[config.mk]
export PLATFORM = sky130hd
export DESIGN_NAME = sto_ctrl
export DESIGN_NICKNAME = d
export VERILOG_FILES = /design/src/rtl/sto_ctrl.sv
export SDC_FILE = /design/constraint.sdc
export NUM_CORES = 1
export LEC_CHECK = 0
export ABC_AREA = 1
export CAP_MARGIN = 10
export CORE_MARGIN = 1.5
export CORE_UTILIZATION = 37
export CTS_CLUSTER_SIZE = 14
export DETAILED_ROUTE_END_ITERATION = 12
export PLACE_DENSITY = 0.6
export SYNTH_ARGS = -nofsm -noshare
export SYNTH_HDL_FRONTEND = slang
export SYNTH_SLANG_ARGS = --single-unit
export TNS_END_PERCENT = 100
[constraint.sdc]
create_clock -name clk -period 4.03 [get_ports clk]
set_clock_uncertainty 0.05 [all_clocks]
set_input_delay 1.209 -clock clk [delete_from_list [all_inputs] [get_ports clk]]
set_output_delay 1.209 -clock clk [all_outputs]
set_load 0.02 [all_outputs]
[src/rtl/sto_ctrl.sv]
// STO estimation sequencer: counter start, sample gating, window flush/commit.
// Optional watchdog enabled by defining STO_CTRL_TIMEOUT_EN.
module sto_ctrl #(
  parameter int FLUSH_LAT = 2,
  parameter int WIN_W     = 12,
  parameter int TIMEOUT   = 8191
) (
  input  logic             clk,
  input  logic             rst,
  input  logic             start,
  input  logic             sample_valid,
  output logic             sample_ready,
  input  logic             func_valid,
  input  logic             inc_nofdm,
  input  logic             cnt_done,
  output logic             in_valid,
  output logic             cnt_starter,
  output logic             accu_rst,
  output logic             accu_ld,
  output logic             mf_rst,
  output logic             mf_en,
  output logic             sto_calc_en,
  output logic             busy,
  output logic             done,
  output logic [WIN_W-1:0] win_cnt,
  output logic             err
);

  localparam int FW = (FLUSH_LAT > 1) ? $clog2(FLUSH_LAT) : 1;

  typedef enum logic [2:0] {
    S_IDLE,
    S_INIT,
    S_RUN,
    S_FLUSH,
    S_CMP,
    S_CALC,
    S_DONE
  } state_t;

  state_t        state;
  state_t        state_nx;
  logic [FW-1:0] fl_cnt;
  logic          last;
  logic          tmo;

  always_ff @(posedge clk) begin
    if (rst) state <= S_IDLE;
    else     state <= state_nx;
  end

  always_ff @(posedge clk) begin
    if (rst) begin
      fl_cnt  <= '0;
      last    <= 1'b0;
      win_cnt <= '0;
    end else begin
      unique case (state)
        S_INIT: begin
          win_cnt <= '0;
          last    <= 1'b0;
        end
        S_RUN: begin
          if (cnt_done)  last   <= 1'b1;
          if (inc_nofdm) fl_cnt <= FW'(FLUSH_LAT - 1);
        end
        S_FLUSH: begin
          if (cnt_done)      last   <= 1'b1;
          if (fl_cnt != '0)  fl_cnt <= fl_cnt - 1'b1;
        end
        S_CMP: begin
          if (~&win_cnt) win_cnt <= win_cnt + 1'b1;
        end
        default: ;
      endcase
    end
  end

`ifdef STO_CTRL_TIMEOUT_EN
  localparam int TW = $clog2(TIMEOUT + 1);

  logic [TW-1:0] wd_cnt;

  // INIT is cycle 0 of a run; err fires on cycle TIMEOUT
  always_ff @(posedge clk) begin
    if (rst)                 wd_cnt <= '0;
    else if (state == S_INIT) wd_cnt <= '0;
    else if (busy)           wd_cnt <= wd_cnt + 1'b1;
  end

  assign tmo = busy && (state != S_INIT)
            && (wd_cnt == TW'(TIMEOUT - 1));
`else
  assign tmo = (TIMEOUT < 0);
`endif

  assign err = tmo;

  always_comb begin
    state_nx = state;
    unique case (state)
      S_IDLE:  if (start) state_nx = S_INIT;
      S_INIT:  state_nx = S_RUN;
      S_RUN:   if (inc_nofdm) state_nx = S_FLUSH;
      S_FLUSH: if (fl_cnt == '0) state_nx = S_CMP;
      S_CMP:   state_nx = (last || cnt_done) ? S_CALC : S_RUN;
      S_CALC:  state_nx = S_DONE;
      S_DONE:  state_nx = S_IDLE;
      default: state_nx = S_IDLE;
    endcase
    if (tmo) state_nx = S_IDLE;
  end

  always_comb begin
    sample_ready = 1'b0;
    cnt_starter  = 1'b0;
    accu_rst     = 1'b0;
    accu_ld      = 1'b0;
    mf_rst       = 1'b0;
    mf_en        = 1'b0;
    sto_calc_en  = 1'b0;
    done         = 1'b0;
    busy         = (state != S_IDLE);
    unique case (state)
      S_INIT: begin
        cnt_starter = 1'b1;
        accu_rst    = 1'b1;
        mf_rst      = 1'b1;
      end
      S_RUN: begin
        sample_ready = 1'b1;
        accu_ld      = func_valid;
      end
      S_FLUSH: accu_ld = func_valid;
      // min finder samples accu_out before the clear lands
      S_CMP: begin
        mf_en    = 1'b1;
        accu_rst = 1'b1;
      end
      S_CALC:  sto_calc_en = ~tmo;
      S_DONE:  done        = ~tmo;
      default: ;
    endcase
    in_valid = sample_valid & sample_ready;
  end

endmodule

==> results.txt, run 1 <==
----------------------------------------------------
[Status]
  Run status ... complete, no violations

[Logic synthesis]
  Gate Count Post-Synth ... 186
  Number of flops mapped to enable cells by yosys ... 0
  Netlist Area Pre-Place ... 0.00123 mm²
  Seq/Total Area, Yosys ... 27.6%
  Most numerous cell types in the synthesized netlist ... 44 x sky130_fd_sc_hd__nand2_1, 26 x sky130_fd_sc_hd__inv_1, 21 x sky130_fd_sc_hd__nor2_1, 17 x sky130_fd_sc_hd__dfxtp_1, 16 x sky130_fd_sc_hd__nand3_1
  Area fraction of the dominant cell type after synthesis ... 27.6%
  Cell types occupying the most area after synthesis ... sky130_fd_sc_hd__dfxtp_1 28%, sky130_fd_sc_hd__nand2_1 13%, sky130_fd_sc_hd__inv_1 7.9%
  Cell type with the largest total area after synthesis ... sky130_fd_sc_hd__dfxtp_1
  Average cell area after synthesis ... 6.63 µm²
  Synth Warn # ... 0
  Post-Syn Nets ... 194
  Most numerous cell in the Yosys netlist ... sky130_fd_sc_hd__nand2_1
  Number of storage elements in the synthesis netlist ... 17
  Primary FF master, synth ... sky130_fd_sc_hd__dfxtp_1
  Distinct cell type count of the synthesized netlist ... 32
  Share of synthesized registers carrying an async set or reset ... 0%

[Die]
  Cell row count ... 20
  Die extent in x ... 60.7 µm
  Floorplan core area ... 0.00310 mm²
  Die ar. ... 0.00369 mm²
  Io pins ... 30
  Initial core utilization ... 39.8%
  Die Ht ... 60.7 µm

[Placement]
  Cell area reported after detailed placement ... 0.00154 mm²
  Final weighted congestion in routability-driven placement ... 0.878
  Count of placed standard cells including taps ... 254
  Detailed placer's ending HPWL ... 2.16 mm
  Worst Setup Slack post-DPL ... 0.367 ns
  Number of port buffers ... 28

[Routing]
  Total wirelength of the detailed-routed design ... 2.81 mm
  DR vias/cell ... 4.56
  Total number of vias ... 1177
  Number of remaining DRC errors ... 0
  Drt first-iter violations ... 51
  Wirelength per Cell ... 10.9 µm
  Detailed-routing iteration count for the pre-antenna-repair pass ... 4
  Post-route antenna net violation count ... 0

[CTS]
  TritonCTS clock tree ... done
  Htree depth ... 1
  Resize count post-CTS ... 0
  Clock-pin slew reported for the worst setup and hold paths after clock tree synthesis ... 0.11 ns
  Clock network latency to the later pin of the worst-skew pair ... 0.30 ns
  Cts bufs inserted ... 3
  Clock Tree Root ... sky130_fd_sc_hd__clkbuf_4
  Maximum clock insertion buffer count ... 2
  Count of buffers added by post-CTS timing repair for setup ... 0
  CTS Sinks ... 17
  Hold-fix buffers, CTS ... 0

[Timing]
  Achievable frequency ... 273 MHz
  Final setup viols ... 0
  Hold slack ... 0.414 ns
  Worst Max-Slew Pin Slew ... 0.572 ns
  Fin crit period ... 3.66 ns
  Number of slew-limit violations in the final report ... 0
  Slew Limit Headroom ... 61.7%
  Unrepaired setup endpoints after global routing ... no
  Final worst-path setup slack ... 0.372 ns
  Final hold vios ... 0
  Total negative setup slack ... 0 ns
  Period Utilization, post-route ... 90.8%

[Setup path]
  WP data required ... 2.77 ns
  Setup Crit Path Kind ... input port to primary output
  CP peak stage delay ... 0.60 ns
  Cell type with the highest occurrence count on the critical path ... sky130_fd_sc_hd__clkdlybuf4s50_1
  Ordered list of cells on the worst path ... clkdlybuf4s50_1, and3_1, clkdlybuf4s50_1
  Critical path peak fanout ... 1
  Startpoint class of the critical path ... input port
  CP max-delay cell ... sky130_fd_sc_hd__clkdlybuf4s50_1
  Type of element capturing the critical path ... primary output
  Worst path arrival time ... 2.40 ns

[Finish]
  Total number of nets in the final design ... 223
  Fraction of layout cells with a size suffix above 1 ... 18.7%
  Total non-filler cell area in the finished layout ... 0.00157 mm²
  Final non-filler cell total ... 258
  Number of diodes added for antenna fixing ... 0
  Signed area change from the synthesized netlist to the final layout ... 26.9%

[Power and ir drop]
  Power density normalized to cell area ... 366 mW/mm²
  Leakage component of the power ... 0.629 nW
  Peak supply drop ... 218 µV

[GRT]
  Congestion Overflow GR ... 0
  Total Routing Usage GR ... 17.5%
  Wire length of the first global-routing pass ... 4.82 mm
  Initial antenna violation count ... 0
  Via count of the first global-routing pass ... 1067
  Largest net degree at the start of global routing ... 12

[Min path]
  Type of the tightest min-delay check ... flip-flop to flip-flop

[Job]
  Max-cap viol count ... 0

----------------------------------------------------
-- registers in the layout, indices dropped and copies added, names as in the netlist --
| name | count |
|---|---|
| fl_cnt | 1 |
| last | 1 |
| state | 3 |
| win_cnt | 12 |
-- where the power goes --
part / internal, W / switching (W)
registers: 0.000181 / 0.0000206
logic: 0.000106 / 0.000165
clock network: 0.0000386 / 0.0000603
-- cell families (layout without fill, tap and decap cells) --
kind of cell    count (synthesis)  after routing  share of synthesized area [%]
compound gates                 15             15                           8.42
buf+inv                        37             65                           13.2
xor+xnor                        2              2                           1.42
simple gates                  113            113                           48.1
flops                          17             17                           27.6
fa+ha+maj                       1              1                           1.01
other cells                     1              1                          0.304
-- worst max-delay path: cells and delay by family --
kind                   cells  cell delay, ns
buffers and inverters      2            1.05
and+or+nand+nor            1            0.15
-- through the flow --
step / total power [W] / util [%]
after CTS: 0.000577 / 50.4
final: 0.000572 / 50.4
after global routing: 0.000613 / 50.4
after detailed placement: 0.000477 / 49.6
after global placement: 0.000475 / 49.6
after floorplan: 0.000399 / -
-- layer usage --
metal / vias up / global-route usage [%] / share of wire [%]
met3: 2 / 4.48 / 3.8
li1: 627 / - / -
met1: 523 / 26.0 / 55
met4: 0 / 3.42 / 0.53
met5: - / 0 / 0
met2: 25 / 25.7 / 41
-- worst paths after layout --
kind                           startpoint                 endpoint  slack (ns)  depth (start not counted)
hold reg to reg         last$_SDFFE_PP0P_        last$_SDFFE_PP0P_        0.41                          2
hold / removal          last$_SDFFE_PP0P_        last$_SDFFE_PP0P_        0.41                          2
setup reg to reg  win_cnt[0]$_SDFFE_PP0P_  win_cnt[5]$_SDFFE_PP0P_        2.48                         11
setup / recovery               func_valid                  accu_ld        0.37                          3
-- cells in the final DEF (no fill, tap or decap), types with 2 or more instances in the layout --
cell type	count
sky130_fd_sc_hd__dfxtp_1	17
sky130_fd_sc_hd__nand2_8	2
sky130_fd_sc_hd__nand3_1	16
sky130_fd_sc_hd__nor2_1	21
sky130_fd_sc_hd__nand2_4	3
sky130_fd_sc_hd__nand2_1	44
sky130_fd_sc_hd__inv_1	26
sky130_fd_sc_hd__a21oi_2	7
sky130_fd_sc_hd__inv_2	4
sky130_fd_sc_hd__nor3_1	4
sky130_fd_sc_hd__nor2_4	3
sky130_fd_sc_hd__clkbuf_4	3
sky130_fd_sc_hd__xor2_1	2
sky130_fd_sc_hd__nand2_2	9
sky130_fd_sc_hd__nand4_1	2
sky130_fd_sc_hd__or2_2	2
sky130_fd_sc_hd__a21oi_1	2
sky130_fd_sc_hd__clkdlybuf4s50_1	28
sky130_fd_sc_hd__nor2_2	2
sky130_fd_sc_hd__o21ai_0	5
-- final cells by class --
class                      count  area (µm²)
fill                         346        1540
multi-input combinational    132         731
sequential                    17         340
timing repair buffer          28         280
inverter                      33         133
tap                           44        55.1
clock buffer                   4        26.3
Power figures use the tool's default switching activity.
==> inputs of run 2 (changes only) <==
CORE_UTILIZATION = 50   (was 37)
CTS_CLUSTER_DIAMETER = 30   (was unset)
PLACE_DENSITY = 0.78   (was 0.6)
==> run 2 against run 1 <==
  * Critical path depth increased by 1
  * Design area decreased by 1.3%
  * Die area decreased by 25%
  * Sequential power about the same
  * Hold slack improved by 0.0080 ns
  * Cell count decreased by 6.2%
  * Worst setup slack improved by 0.0032 ns
==> results.txt, run 2 (synthesis gave the netlist of run 1 again) <==
----------------------------------------------------
[GRT]
  Congestion Overflow GR ... 0 (unchanged)
  Busiest layer in global routing ... met2
  Total Routing Usage GR ... 24.7% (+7.2 points)
  Wire length of the first global-routing pass ... 5.04 mm (+4.4%)
  Largest net degree at the start of global routing ... 12 (unchanged)
  Met3 Resource Use GR ... 2.86% (-1.6 points)
  Initial antenna violation count ... 0 (unchanged)
  Grt met1 use ... 29.9% (+3.9 points)
  Via count of the first global-routing pass ... 1202 (+13%)
  Routing usage on met2 ... 42.3% (+17 points)

[Setup path]
  Startpoint class of the critical path ... input port
  Critical path peak fanout ... 1 (unchanged)
  Ordered list of cells on the worst path ... clkdlybuf4s50_1, inv_1, nor2_1, clkdlybuf4s50_1
  CP max-delay cell ... sky130_fd_sc_hd__clkdlybuf4s50_1
  Setup Crit Path Kind ... input port to primary output
  Worst path arrival time ... 2.40 ns (about the same)
  CP peak stage delay ... 0.60 ns (about the same)
  WP data required ... 2.77 ns (about the same)
  Cell type with the highest occurrence count on the critical path ... sky130_fd_sc_hd__clkdlybuf4s50_1
  Type of element capturing the critical path ... primary output

[Finish]
  Core Util, Final ... 67.9% (+17 points)
  Number of diodes added for antenna fixing ... 0 (unchanged)
  Total number of nets in the final design ... 223 (unchanged)
  Largest regs ... win_cnt: 12 flops, state: 3 flops
  Most flops, register ... win_cnt
  Fraction of layout cells with a size suffix above 1 ... 18.7% (unchanged)
  Commonest non-fill, non-tap cell in the layout ... sky130_fd_sc_hd__nand2_1
  Most frequent cells in the layout ... 44 x sky130_fd_sc_hd__nand2_1, 28 x sky130_fd_sc_hd__clkdlybuf4s50_1, 26 x sky130_fd_sc_hd__inv_1
  Flip-flop count of the largest register, all copies and words added ... 12 (unchanged)
  Signed area change from the synthesized netlist to the final layout ... 25.3%
  Filler instances ... 224 (-35%)

[Timing]
  Final setup viols ... 0 (unchanged)
  Hold slack ... 0.422 ns (+0.00801 ns)
  Fin crit period ... 3.65 ns (-0.00324 ns)
  Unrepaired setup endpoints after global routing ... no
  Final hold vios ... 0 (unchanged)
  Number of slew-limit violations in the final report ... 0 (unchanged)
  Achievable frequency ... 274 MHz (about the same)
  Slew Limit Headroom ... 62.2% (+0.49 points)
  Total negative setup slack ... 0 ns (unchanged)
  Period Utilization, post-route ... 90.7% (about the same)
  Worst Max-Slew Pin Slew ... 0.565 ns (-0.00737 ns)
  Final worst-path setup slack ... 0.375 ns (+0.00324 ns)

[CTS]
  Clock-pin slew reported for the worst setup and hold paths after clock tree synthesis ... 0.10 ns (about the same)
  Maximum clock insertion buffer count ... 2 (unchanged)
  Cts bufs inserted ... 3 (unchanged)
  CTS Sinks ... 17 (unchanged)
  TritonCTS clock tree ... done
  Clock Tree Root ... sky130_fd_sc_hd__clkbuf_4
  Clock network latency to the later pin of the worst-skew pair ... 0.30 ns (about the same)
  Htree depth ... 1 (unchanged)
  Resize count post-CTS ... 0 (unchanged)
  Count of buffers added by post-CTS timing repair for setup ... 0 (unchanged)
  Hold-fix buffers, CTS ... 0 (unchanged)

[Die]
  Die extent in x ... 52.7 µm (-13%)
  Cell row count ... 17 (-15%)
  Initial core utilization ... 54.2% (+14 points)
  Io pins ... 30 (unchanged)
  Die ar. ... 0.00277 mm² (-25%)
  Die Ht ... 52.7 µm (-13%)
  Floorplan core area ... 0.00228 mm² (-27%)

[Routing]
  Total wirelength of the detailed-routed design ... 2.90 mm (+3.2%)
  Total number of vias ... 1234 (+4.8%)
  Wirelength per Cell ... 12.0 µm (+10%)
  Drt first-iter violations ... 16 (-69%)
  Post-route antenna net violation count ... 0 (unchanged)
  DR vias/cell ... 5.10 (+12%)
  Number of remaining DRC errors ... 0 (unchanged)
  Detailed-routing iteration count for the pre-antenna-repair pass ... 4 (unchanged)

[Power and ir drop]
  Peak supply drop ... 245 µV (+12%)
  Total power ... 0.000569 W (-0.57%)
  Power density normalized to cell area ... 368 mW/mm² (+0.71%)
  Leakage component of the power ... 0.629 nW (unchanged)

[Min path]
  Type of the tightest min-delay check ... flip-flop to flip-flop

[Placement]
  Worst Setup Slack post-DPL ... 0.370 ns (+0.00310 ns)
  Final weighted congestion in routability-driven placement ... 0.938 (+6.9%)
  Detailed placer's ending HPWL ... 2.22 mm (+3.0%)
  Number of port buffers ... 28 (unchanged)

[Status]
  Run status ... complete, no violations

[Job]
  Max-cap viol count ... 0 (unchanged)

----------------------------------------------------
-- run 2: cell counts in the layout (fill, tap and decap cells not counted) --
Identical to the previous run, type by type.
-- run 2: area by class of cell --
cell class / count / area (µm²) / share of cell area, %
multi-input combinational: 132 / 731 / 47.3
sequential: 17 / 340 / 22.0
timing repair buffer: 28 / 280 / 18.1
inverter: 33 / 133 / 8.58
tap: 28 / 35.0 / 2.27
clock buffer: 4 / 26.3 / 1.70
-- run 2: where the power goes --
group | leakage [nW] | internal (W) | total, W | switching [W]
sequential | 0.138 | 0.000181 | 0.000200 | 0.0000187
combinational | 0.476 | 0.000106 | 0.000275 | 0.000169
clock | 0.0150 | 0.0000386 | 0.0000942 | 0.0000556
-- run 2: worst paths after layout --
path | startpoint | to | slack [ns] | cells past startpoint
worst max-delay path | sample_valid | in_valid | 0.38 | 4
worst min-delay path | fl_cnt$_SDFFE_PP0P_ | fl_cnt$_SDFFE_PP0P_ | 0.42 | 2
worst min register to register | fl_cnt$_SDFFE_PP0P_ | fl_cnt$_SDFFE_PP0P_ | 0.42 | 2
worst max register to register | win_cnt[0]$_SDFFE_PP0P_ | win_cnt[5]$_SDFFE_PP0P_ | 2.46 | 11
-- run 2: per-stage QoR --
| stage | instance area (µm²) | std cells |
|---|---|---|
| after global placement | 1520 | 238 |
| final | 1550 | 242 |
| after CTS | 1550 | 242 |
| after global routing | 1550 | 242 |
| after floorplan | 1230 | 186 |
| after detailed placement | 1520 | 238 |
-- run 2: routing by layer --
layer / share of wire, % / wire, µm
met1: 48 / 1390
met4: 1.7 / 48
met2: 48 / 1380
met3: 2.8 / 80
met5: 0 / 0
-- run 2: worst max-delay path: cells and delay by family --
| family | cells | cell delay, ns |
|---|---|---|
| buffers and inverters | 3 | 1.10 |
| and+or+nand+nor | 1 | 0.09 |
